File: src/rtl/mips_pkg.sv
// rtl/mips_pkg.sv - shared MIPS-32 widths, opcode values and ALU operation classes
package mips_pkg;

  localparam int XLEN = 32;

  // Primary opcode field instr[31:26]
  localparam logic [5:0] OP_RTYPE = 6'h00;
  localparam logic [5:0] OP_J     = 6'h02;
  localparam logic [5:0] OP_BEQ   = 6'h04;
  localparam logic [5:0] OP_ADDI  = 6'h08;
  localparam logic [5:0] OP_SLTI  = 6'h0A;
  localparam logic [5:0] OP_ANDI  = 6'h0C;
  localparam logic [5:0] OP_ORI   = 6'h0D;
  localparam logic [5:0] OP_LW    = 6'h23;
  localparam logic [5:0] OP_SW    = 6'h2B;

  // ALU operation class handed to execute; FUNCT means "look at instr[5:0]"
  typedef enum logic [2:0] {
    ALU_ADD   = 3'd0,
    ALU_SUB   = 3'd1,
    ALU_AND   = 3'd2,
    ALU_OR    = 3'd3,
    ALU_SLT   = 3'd4,
    ALU_FUNCT = 3'd5
  } alu_op_e;

  // 16-bit immediate to full datapath width, sign-extended
  function automatic logic [XLEN-1:0] sign_extend16(input logic [15:0] v);
    return {{(XLEN-16){v[15]}}, v};
  endfunction

endpackage

File: src/rtl/mips_control_decoder.sv
// rtl/mips_control_decoder.sv - combinational opcode to control-signal decode
module mips_control_decoder (
  input  logic        valid,
  input  logic [31:0] instr,
  output logic        reg_write,
  output logic        reg_dst,
  output logic        alu_src,
  output logic        mem_read,
  output logic        mem_write,
  output logic        mem_to_reg,
  output logic        branch,
  output logic        jump,
  output logic [2:0]  alu_op,
  output logic        illegal
);
  import mips_pkg::*;

  logic [5:0] opcode;
  assign opcode = instr[31:26];

  // Control lines stay quiet for an empty slot so execute never sees stale side effects
  always_comb begin
    reg_write  = 1'b0;
    reg_dst    = 1'b0;
    alu_src    = 1'b0;
    mem_read   = 1'b0;
    mem_write  = 1'b0;
    mem_to_reg = 1'b0;
    branch     = 1'b0;
    jump       = 1'b0;
    alu_op     = ALU_ADD;
    illegal    = 1'b0;
    if (valid) begin
      case (opcode)
        OP_RTYPE: begin
          // the all-zero word is the canonical NOP (sll $0,$0,0): no register update
          reg_write = (instr != 32'h0);
          reg_dst   = 1'b1;
          alu_op    = ALU_FUNCT;
        end
        OP_LW: begin
          reg_write  = 1'b1;
          alu_src    = 1'b1;
          mem_read   = 1'b1;
          mem_to_reg = 1'b1;
          alu_op     = ALU_ADD;
        end
        OP_SW: begin
          alu_src   = 1'b1;
          mem_write = 1'b1;
          alu_op    = ALU_ADD;
        end
        OP_BEQ: begin
          branch = 1'b1;
          alu_op = ALU_SUB;
        end
        OP_ADDI: begin
          reg_write = 1'b1;
          alu_src   = 1'b1;
          alu_op    = ALU_ADD;
        end
        OP_ANDI: begin
          reg_write = 1'b1;
          alu_src   = 1'b1;
          alu_op    = ALU_AND;
        end
        OP_ORI: begin
          reg_write = 1'b1;
          alu_src   = 1'b1;
          alu_op    = ALU_OR;
        end
        OP_SLTI: begin
          reg_write = 1'b1;
          alu_src   = 1'b1;
          alu_op    = ALU_SLT;
        end
        OP_J: begin
          jump = 1'b1;
        end
        default: begin
          illegal = 1'b1;
        end
      endcase
    end
  end

endmodule

File: src/rtl/if_id_decode_stage.sv
// rtl/if_id_decode_stage.sv - IF/ID two-entry skid buffer with MIPS-32 field split, control decode and targets
module if_id_decode_stage #(
  parameter int              XLEN   = 32,
  parameter logic [XLEN-1:0] PC_RST = '0
) (
  input  logic            clk,
  input  logic            rst_n,
  input  logic            flush,
  input  logic            if_valid,
  output logic            if_ready,
  input  logic [XLEN-1:0] if_pc4,
  input  logic [XLEN-1:0] if_instr,
  output logic            id_valid,
  input  logic            id_ready,
  output logic [XLEN-1:0] id_pc4,
  output logic [4:0]      id_rs,
  output logic [4:0]      id_rt,
  output logic [4:0]      id_rd,
  output logic [4:0]      id_shamt,
  output logic [5:0]      id_funct,
  output logic [XLEN-1:0] id_imm,
  output logic [XLEN-1:0] id_br_target,
  output logic [XLEN-1:0] id_j_target,
  output logic            id_reg_write,
  output logic            id_reg_dst,
  output logic            id_alu_src,
  output logic            id_mem_read,
  output logic            id_mem_write,
  output logic            id_mem_to_reg,
  output logic            id_branch,
  output logic            id_jump,
  output logic [2:0]      id_alu_op,
  output logic            id_illegal
);
  import mips_pkg::*;

  // Main entry M feeds decode; skid entry S catches the word that arrives while M stalls
  logic            m_valid;
  logic [XLEN-1:0] m_pc4;
  logic [XLEN-1:0] m_instr;
  logic            s_valid;
  logic [XLEN-1:0] s_pc4;
  logic [XLEN-1:0] s_instr;

  logic in_xfer;
  logic out_xfer;

  // Ready is a pure function of registered state, so fetch never sees a combinational path from execute
  assign if_ready = ~s_valid;
  assign id_valid = m_valid;
  assign in_xfer  = if_valid & if_ready;
  assign out_xfer = m_valid & id_ready;

  // Buffer update: flush wins, otherwise refill M from S first, else from fetch; overflow goes to S
  always_ff @(posedge clk or negedge rst_n) begin
    if (!rst_n) begin
      m_valid <= 1'b0;
      m_pc4   <= PC_RST;
      m_instr <= '0;
      s_valid <= 1'b0;
      s_pc4   <= PC_RST;
      s_instr <= '0;
    end else if (flush) begin
      m_valid <= 1'b0;
      s_valid <= 1'b0;
    end else if (!m_valid || out_xfer) begin
      if (s_valid) begin
        // if_ready is low while S is full, so no fresh word can arrive here
        m_valid <= 1'b1;
        m_pc4   <= s_pc4;
        m_instr <= s_instr;
        s_valid <= 1'b0;
      end else begin
        m_valid <= in_xfer;
        if (in_xfer) begin
          m_pc4   <= if_pc4;
          m_instr <= if_instr;
        end
      end
    end else if (in_xfer) begin
      s_valid <= 1'b1;
      s_pc4   <= if_pc4;
      s_instr <= if_instr;
    end
  end

  assign id_pc4   = m_pc4;
  assign id_rs    = m_instr[25:21];
  assign id_rt    = m_instr[20:16];
  assign id_rd    = m_instr[15:11];
  assign id_shamt = m_instr[10:6];
  assign id_funct = m_instr[5:0];
  assign id_imm   = sign_extend16(m_instr[15:0]);

  // Word offset scaled to bytes; the sum wraps modulo 2^XLEN with no overflow reporting
  assign id_br_target = m_pc4 + {id_imm[XLEN-3:0], 2'b00};
  assign id_j_target  = {m_pc4[XLEN-1:XLEN-4], m_instr[25:0], 2'b00};

  mips_control_decoder u_ctrl (
    .valid      (m_valid),
    .instr      (m_instr),
    .reg_write  (id_reg_write),
    .reg_dst    (id_reg_dst),
    .alu_src    (id_alu_src),
    .mem_read   (id_mem_read),
    .mem_write  (id_mem_write),
    .mem_to_reg (id_mem_to_reg),
    .branch     (id_branch),
    .jump       (id_jump),
    .alu_op     (id_alu_op),
    .illegal    (id_illegal)
  );

endmodule

File: config.mk
export PLATFORM = sky130hd
export DESIGN_NAME = if_id_decode_stage
export DESIGN_NICKNAME = d
export VERILOG_FILES = /design/src/rtl/mips_pkg.sv /design/src/rtl/mips_control_decoder.sv /design/src/rtl/if_id_decode_stage.sv
export SDC_FILE = /design/constraint.sdc
export NUM_CORES = 1
export LEC_CHECK = 0
export BUFFER_PORTS_ARGS = -buffer_cell sky130_fd_sc_hd__buf_4
export CAP_MARGIN = 10
export CORE_UTILIZATION = 57
export DETAILED_ROUTE_END_ITERATION = 10
export PLACE_DENSITY_LB_ADDON = 0.25
export SYNTH_ARGS = -nofsm -noshare
export SYNTH_HDL_FRONTEND = slang
export SYNTH_SLANG_ARGS = --single-unit
File: constraint.sdc
create_clock -name clk -period 8.28 [get_ports clk]
set_input_delay 1.242 -clock clk [delete_from_list [all_inputs] [get_ports clk]]
set_output_delay 1.242 -clock clk [all_outputs]
set_load 0.01 [all_outputs]
==> run summary, run 1 <==
Mapped Cells -> 801
Reg clk slew, reported paths -> 60 ps
routed vias -> 6251
total net switching power -> 968.3 µW
Compound-Gate Fraction of Synth Area -> 11.62%
classification of the worst setup path -> reg -> out
worst r2r dst -> s_pc4[5]
Clk Latency, worst-skew pair -> 420 ps
synthesized cell area -> 0.007906 mm²
Hold Crit Class -> reg -> reg
Post-synth EDFFs -> 0
arrival time at the worst endpoint -> 3200 ps
Bufs on Longest Clock Path -> 2
setup ws final -> 3841 ps
die area -> 0.01435 mm²
vias in the first global route -> 6167
Max Slew Vio Count -> 0
critical path data required time -> 7040 ps
mux share of post-synthesis cell area -> 17.47%
Syn-to-layout area delta -> 22.99%
most common cell in the netlist -> dfrtp_1
share of the yosys chip area belonging to registers -> 41.15%
DP HPWL -> 14.41 mm
TNS Setup -> 0 ps
worst r2r path cells -> 4
antenna violations before repair -> 1
Clock Skews -> 7.077 ps
final net count -> 1023
Hold Path Cell Cnt -> 1
P_leak -> 0.004423 µW
main combinational cell family by area after synthesis -> multiplexers
ys async rst share -> 100.0%
Netlist cell types -> 51
Initial Utilization -> 59.00%
number of diodes -> 0
fmax -> 0.2253 GHz
antenna-violating nets left -> 0
Setup WS pre-CTS -> 4299 ps
RSZ-0062 raised after global routing -> false
#FFs+latches synth -> 130
Min Clock Period, post-route -> 4439 ps
first-pass GRT wire length -> 31.71 mm
Reg-to-Reg Start -> s_valid
Worst VDD drop -> 0.1799 mV
sequential share of power -> 31.7%
setup bufs post-CTS -> 0
row count -> 42
routability congestion estimate from global placement -> 0.9099
Synth Flop Type -> dfrtp_1
Synth Area in Adders -> 4.843%
largest net degree at the start of global routing -> 73
CTS Hold Buffers Added -> 0
Final Hold Viols -> 0
CTS tree -> yes
power share of the clock group -> 29.0%
drt pass-1 iters -> 5
Hold Crit Start -> s_instr[4]
flop-to-flop setup slack -> 5980 ps
Yosys top cell by area -> dfrtp_1
synth cell count leaders -> dfrtp_1, a21oi_1, buf_4, nor2_1, mux2i_1
Root Buffer -> clkbuf_16
post-synthesis xor/xnor area fraction -> 2.769%
Power Internal -> 1857 µW
top area cells in the synthesized netlist -> dfrtp_1, mux2_2, buf_4
TritonCTS sink count -> 130
CTS H-tree depth -> 4
post-cts sizing count -> 0
worst hold slack -> 504.0 ps
Gate power share -> 39.3%
Crit Path Max Fanout -> 15
Wirelength per Cell -> 18.00 µm
maxcap violations -> 0
total congestion overflow -> 0
fin crit share -> 53.61%
DRC -> 0
Worst Tran Pin Value -> 994.6 ps
First DRT Iteration DRCs -> 542
final setup fails -> 0
global-route usage over all layers -> 28.47%
crit end category -> primary output
number of port buffers -> 234
final wirelength -> 20.00 mm
hold path endpoint -> s_instr[4]
Ports -> 237
Setup crit start kind -> flop
total clock buffers created by CTS -> 17
Die Span X -> 119.8 µm
syn_area_per_cell -> 9.871 µm²
status -> complete, no violations
Sw Share -> 34.27%
Core ar. -> 0.01340 mm²
worst rel slew slack -> 33.69%
fraction of the mapped netlist area in simple logic gates -> 10.60%
Synth top area share -> 41.15%
Warnings, synthesis -> 0
layout cells sized above 1 -> 36.79%
DIE HEIGHT -> 119.8 µm
Vias/cell -> 5.626
PwrDens -> 290.6 mW/mm²
[power groups by stage]
stage / Combinational [µW] / Clock (µW) / Sequential, µW
2_1_floorplan: 729 / 0 / 869
3_3_place_gp: 1080 / 0 / 891
3_5_place_dp: 1100 / 0 / 902
4_1_cts: 1110 / 832 / 893
5_1_grt: 1200 / 858 / 911
6_report: 1110 / 820 / 896
[kinds of logic (layout without fill, tap and decap cells)]
logic type                 after synthesis  in the layout
AOI/OAI and AO/OA                      154            154
xor gates and xnor gates                25             25
adders and majority gates               30             30
buffers and inverters                  149            282
DFF                                    130            130
muxes                                  130            130
other                                    1              2
and+or+nand+nor                        182            182
[sequential cells by signal, summed over array words and instances, names as in the netlist]
register / count
id_pc4: 32
m_instr: 32
s_instr: 32
s_pc4: 32
id_valid: 1
s_valid: 1
[critical path, stage by stage, from the launching register on]
cell	delay, ps
dfrtp_1	650
ha_1	420
a21oi_1	230
nand2_1	120
o21a_1	200
a311oi_1	200
o21ai_1	240
a31o_2	330
a211o_1	260
buf_4	140
[layer usage]
layer	wire (µm)	track usage [%]
met4	291	8.516
met3	1226	6.702
met2	9645	45.66
met1	8830	38.39
met5	10	0
[worst max-delay path by stage]
stage                            from  slack, ps  cells after the start                to
after floorplan           m_instr[15]       4250                      9  id_br_target[29]
after global placement     m_instr[8]       4410                      8  id_br_target[29]
after detailed placement  m_instr[15]       4300                      9  id_br_target[29]
after CTS                 m_instr[15]       3840                      9  id_br_target[29]
after global routing      m_instr[15]       3680                      9  id_br_target[29]
final                     m_instr[15]       3840                      9  id_br_target[29]
[placed cells by master (no fill, tap or decap), drive strengths merged, types with 12 or more instances in the layout]
| master | synthesis | routed |
|---|---|---|
| o21ai | 18 | 18 |
| buf | 99 | 240 |
| ha | 29 | 29 |
| mux2i | 66 | 66 |
| xnor2 | 14 | 14 |
| mux2 | 64 | 64 |
| clkbuf | 38 | 18 |
| nor2 | 87 | 87 |
| nor3 | 12 | 12 |
| nand2 | 29 | 29 |
| inv | 12 | 14 |
| a21oi | 95 | 95 |
| dfrtp | 130 | 130 |
| nand3 | 13 | 13 |
[layout make-up]
class,count,area [µm²]
fillers,1024,3676
inverters,12,45.04
multi-input cells,523,3755
repair buffers,240,1802
clock buffers,18,439.2
clock inverters,12,206.4
flip-flops and latches,130,3257
well taps,176,220.2
[stage by stage]
stage / util [%] / area [µm²] / std cells / total power [µW]
after floorplan: - / 7910 / 802 / 1598
after global placement: 67.75 / 9079 / 1081 / 1974
after detailed placement: 67.75 / 9079 / 1081 / 2005
after CTS: 72.57 / 9724 / 1111 / 2834
after global routing: 72.57 / 9724 / 1111 / 2968
final: 72.57 / 9724 / 1111 / 2826
No activity file was read; power rests on OpenSTA's default activity.
==> run 2, diff against run 1 <==
- CORE_UTILIZATION: 57 -> 48
- clock period: 8.28 -> 3.95 ns (I/O delays scaled with it)
==> run 2 against run 1 <==
Hold slack got worse by 220 ps. Routed wire length fell by 2.8%. Critical path depth fell by 1. Cell count rose by 3.8%. Total power rose by 110%. Sequential power rose by 110%. Utilization fell by 12 points. Highest routed layer is now met4.
==> run summary, run 2 (synthesis gave the netlist of run 1 again) <==
maxcap violations -> 0
Syn-to-layout area delta -> 23.29%
Setup crit start kind -> flop
classification of the worst setup path -> reg -> out
number of port buffers -> 234
Worst VDD drop -> 0.2998 mV
commonest non-fill, non-tap cell in the layout -> buf_4
DRC -> 0
Crit Path Max Fanout -> 6
final wirelength -> 19.44 mm
Wirelength per Cell -> 16.86 µm
CP peak stage delay -> 470 ps
CTS tree -> yes
Root Buffer -> clkbuf_16
Ports -> 237
total power -> 5795 µW
Critical Path Slowest Stage Cell -> dfrtp_1
total congestion overflow -> 0
Bufs on Longest Clock Path -> 2
Min Clock Period, post-route -> 3695 ps
antenna-violating nets left -> 0
global-route usage over all layers -> 23.18%
total clock buffers created by CTS -> 17
P_leak -> 0.004417 µW
post-cts sizing count -> 0
Vias/cell -> 5.318
final net count -> 1024
CP Cell Sequence -> ha_1 -> and2_4 -> a221oi_2 -> a21boi_1 -> o21ai_1 -> a31o_2 -> a211o_1 -> buf_4
first-pass GRT wire length -> 29.82 mm
Reg clk slew, reported paths -> 60 ps
fmax -> 0.2706 GHz
DP HPWL -> 13.89 mm
CTS H-tree depth -> 4
worst rel slew slack -> 32.72%
TritonCTS sink count -> 130
RSZ-0062 raised after global routing -> false
CTS Hold Buffers Added -> 0
status -> complete, no violations
routability congestion estimate from global placement -> 0.8458
arrival time at the worst endpoint -> 3100 ps
number of diodes -> 0
antenna violations before repair -> 0
fin crit share -> 93.54%
most frequent cells in the layout -> buf_4, dfrtp_1, a21oi_1
Final Hold Viols -> 0
Max Slew Vio Count -> 0
drt pass-1 iters -> 7
Clk Latency, worst-skew pair -> 420 ps
Worst Tran Pin Value -> 1009 ps
PwrDens -> 594.4 mW/mm²
First DRT Iteration DRCs -> 309
vias in the first global route -> 5690
layout cells sized above 1 -> 36.71%
routed vias -> 6132
Hold Crit Class -> in -> async
largest net degree at the start of global routing -> 110
DIE HEIGHT -> 130.3 µm
die area -> 0.01699 mm²
crit end category -> primary output
Core ar. -> 0.01600 mm²
Initial Utilization -> 49.41%
Die Span X -> 130.3 µm
setup bufs post-CTS -> 0
critical path data required time -> 3360 ps
TNS Setup -> 0 ps
final setup fails -> 0
Clock Skews -> 5.891 ps
row count -> 46
==> run 2: cell types whose count changed in the layout (fill, tap and decap cells not counted), sizes merged <==
cell	previous run	this run
buf	240	241
bufinv	5	3
clkbuf	18	22
clkinv	4	3
clkinvlp	1	2
inv	14	13
==> run 2: worst max-delay path, delay by kind of cell (launching register included) <==
| kind | cells | cell delay (ps) |
|---|---|---|
| AO/OA/AOI/OAI | 5 | 1500 |
| flip-flops | 1 | 470 |
| adder cells (fa/ha/maj) | 1 | 400 |
| AND/OR/NAND/NOR | 1 | 180 |
| buffers and inverters | 1 | 140 |
==> run 2: cell type report <==
cell class	instances	area (µm²)
clock buffers	22	474.2
clock inverters	9	128.9
fillers	1435	6252
inverters	12	45.04
multi-input cells	523	3760
flip-flops and latches	130	3257
well taps	216	270.3
repair buffers	241	1813
==> run 2: worst paths after layout <==
| path | cells after the start | start | to | slack (ps) |
|---|---|---|---|---|
| min | 1 | rst_n | s_pc4[0] | 280 |
| max in group asynchronous | 2 | rst_n | id_pc4[28] | 2850 |
| min reg2reg | 1 | s_instr[22] | s_instr[22] | 500 |
| max | 8 | m_instr[7] | id_br_target[29] | 250 |
| min in group clk | 2 | flush | id_valid | 350 |
| max reg2reg | 3 | s_valid | s_pc4[20] | 1660 |
==> run 2: report_power, final <==
part | switching (µW) | leakage, µW | internal (µW)
Sequential | 251 | 0.00151 | 1610
Combinational | 1160 | 0.00261 | 1150
Clock | 589 | 0.000292 | 1040
==> run 2: routing by layer <==
layer | routed length [µm] | GRT usage, % | vias to the layer above
li1 | - | - | 2977
met1 | 9049 | 31.51 | 2953
met2 | 9072 | 36.61 | 190
met3 | 1133 | 6.109 | 12
met4 | 182 | 6.153 | 0
met5 | 0 | 0 | -
==> run 2: metrics by stage <==
stage	util [%]	setup slack [ps]	area [µm²]	cells	hold WS, ps
2_1_floorplan	-	569.5	7910	802	296.9
3_3_place_gp	57.16	765.9	9145	1122	486.0
3_5_place_dp	57.16	741.1	9145	1122	493.4
4_1_cts	60.92	272.5	9748	1153	339.4
5_1_grt	60.92	71.54	9748	1153	342.7
6_report	60.92	255.0	9748	1153	282.5
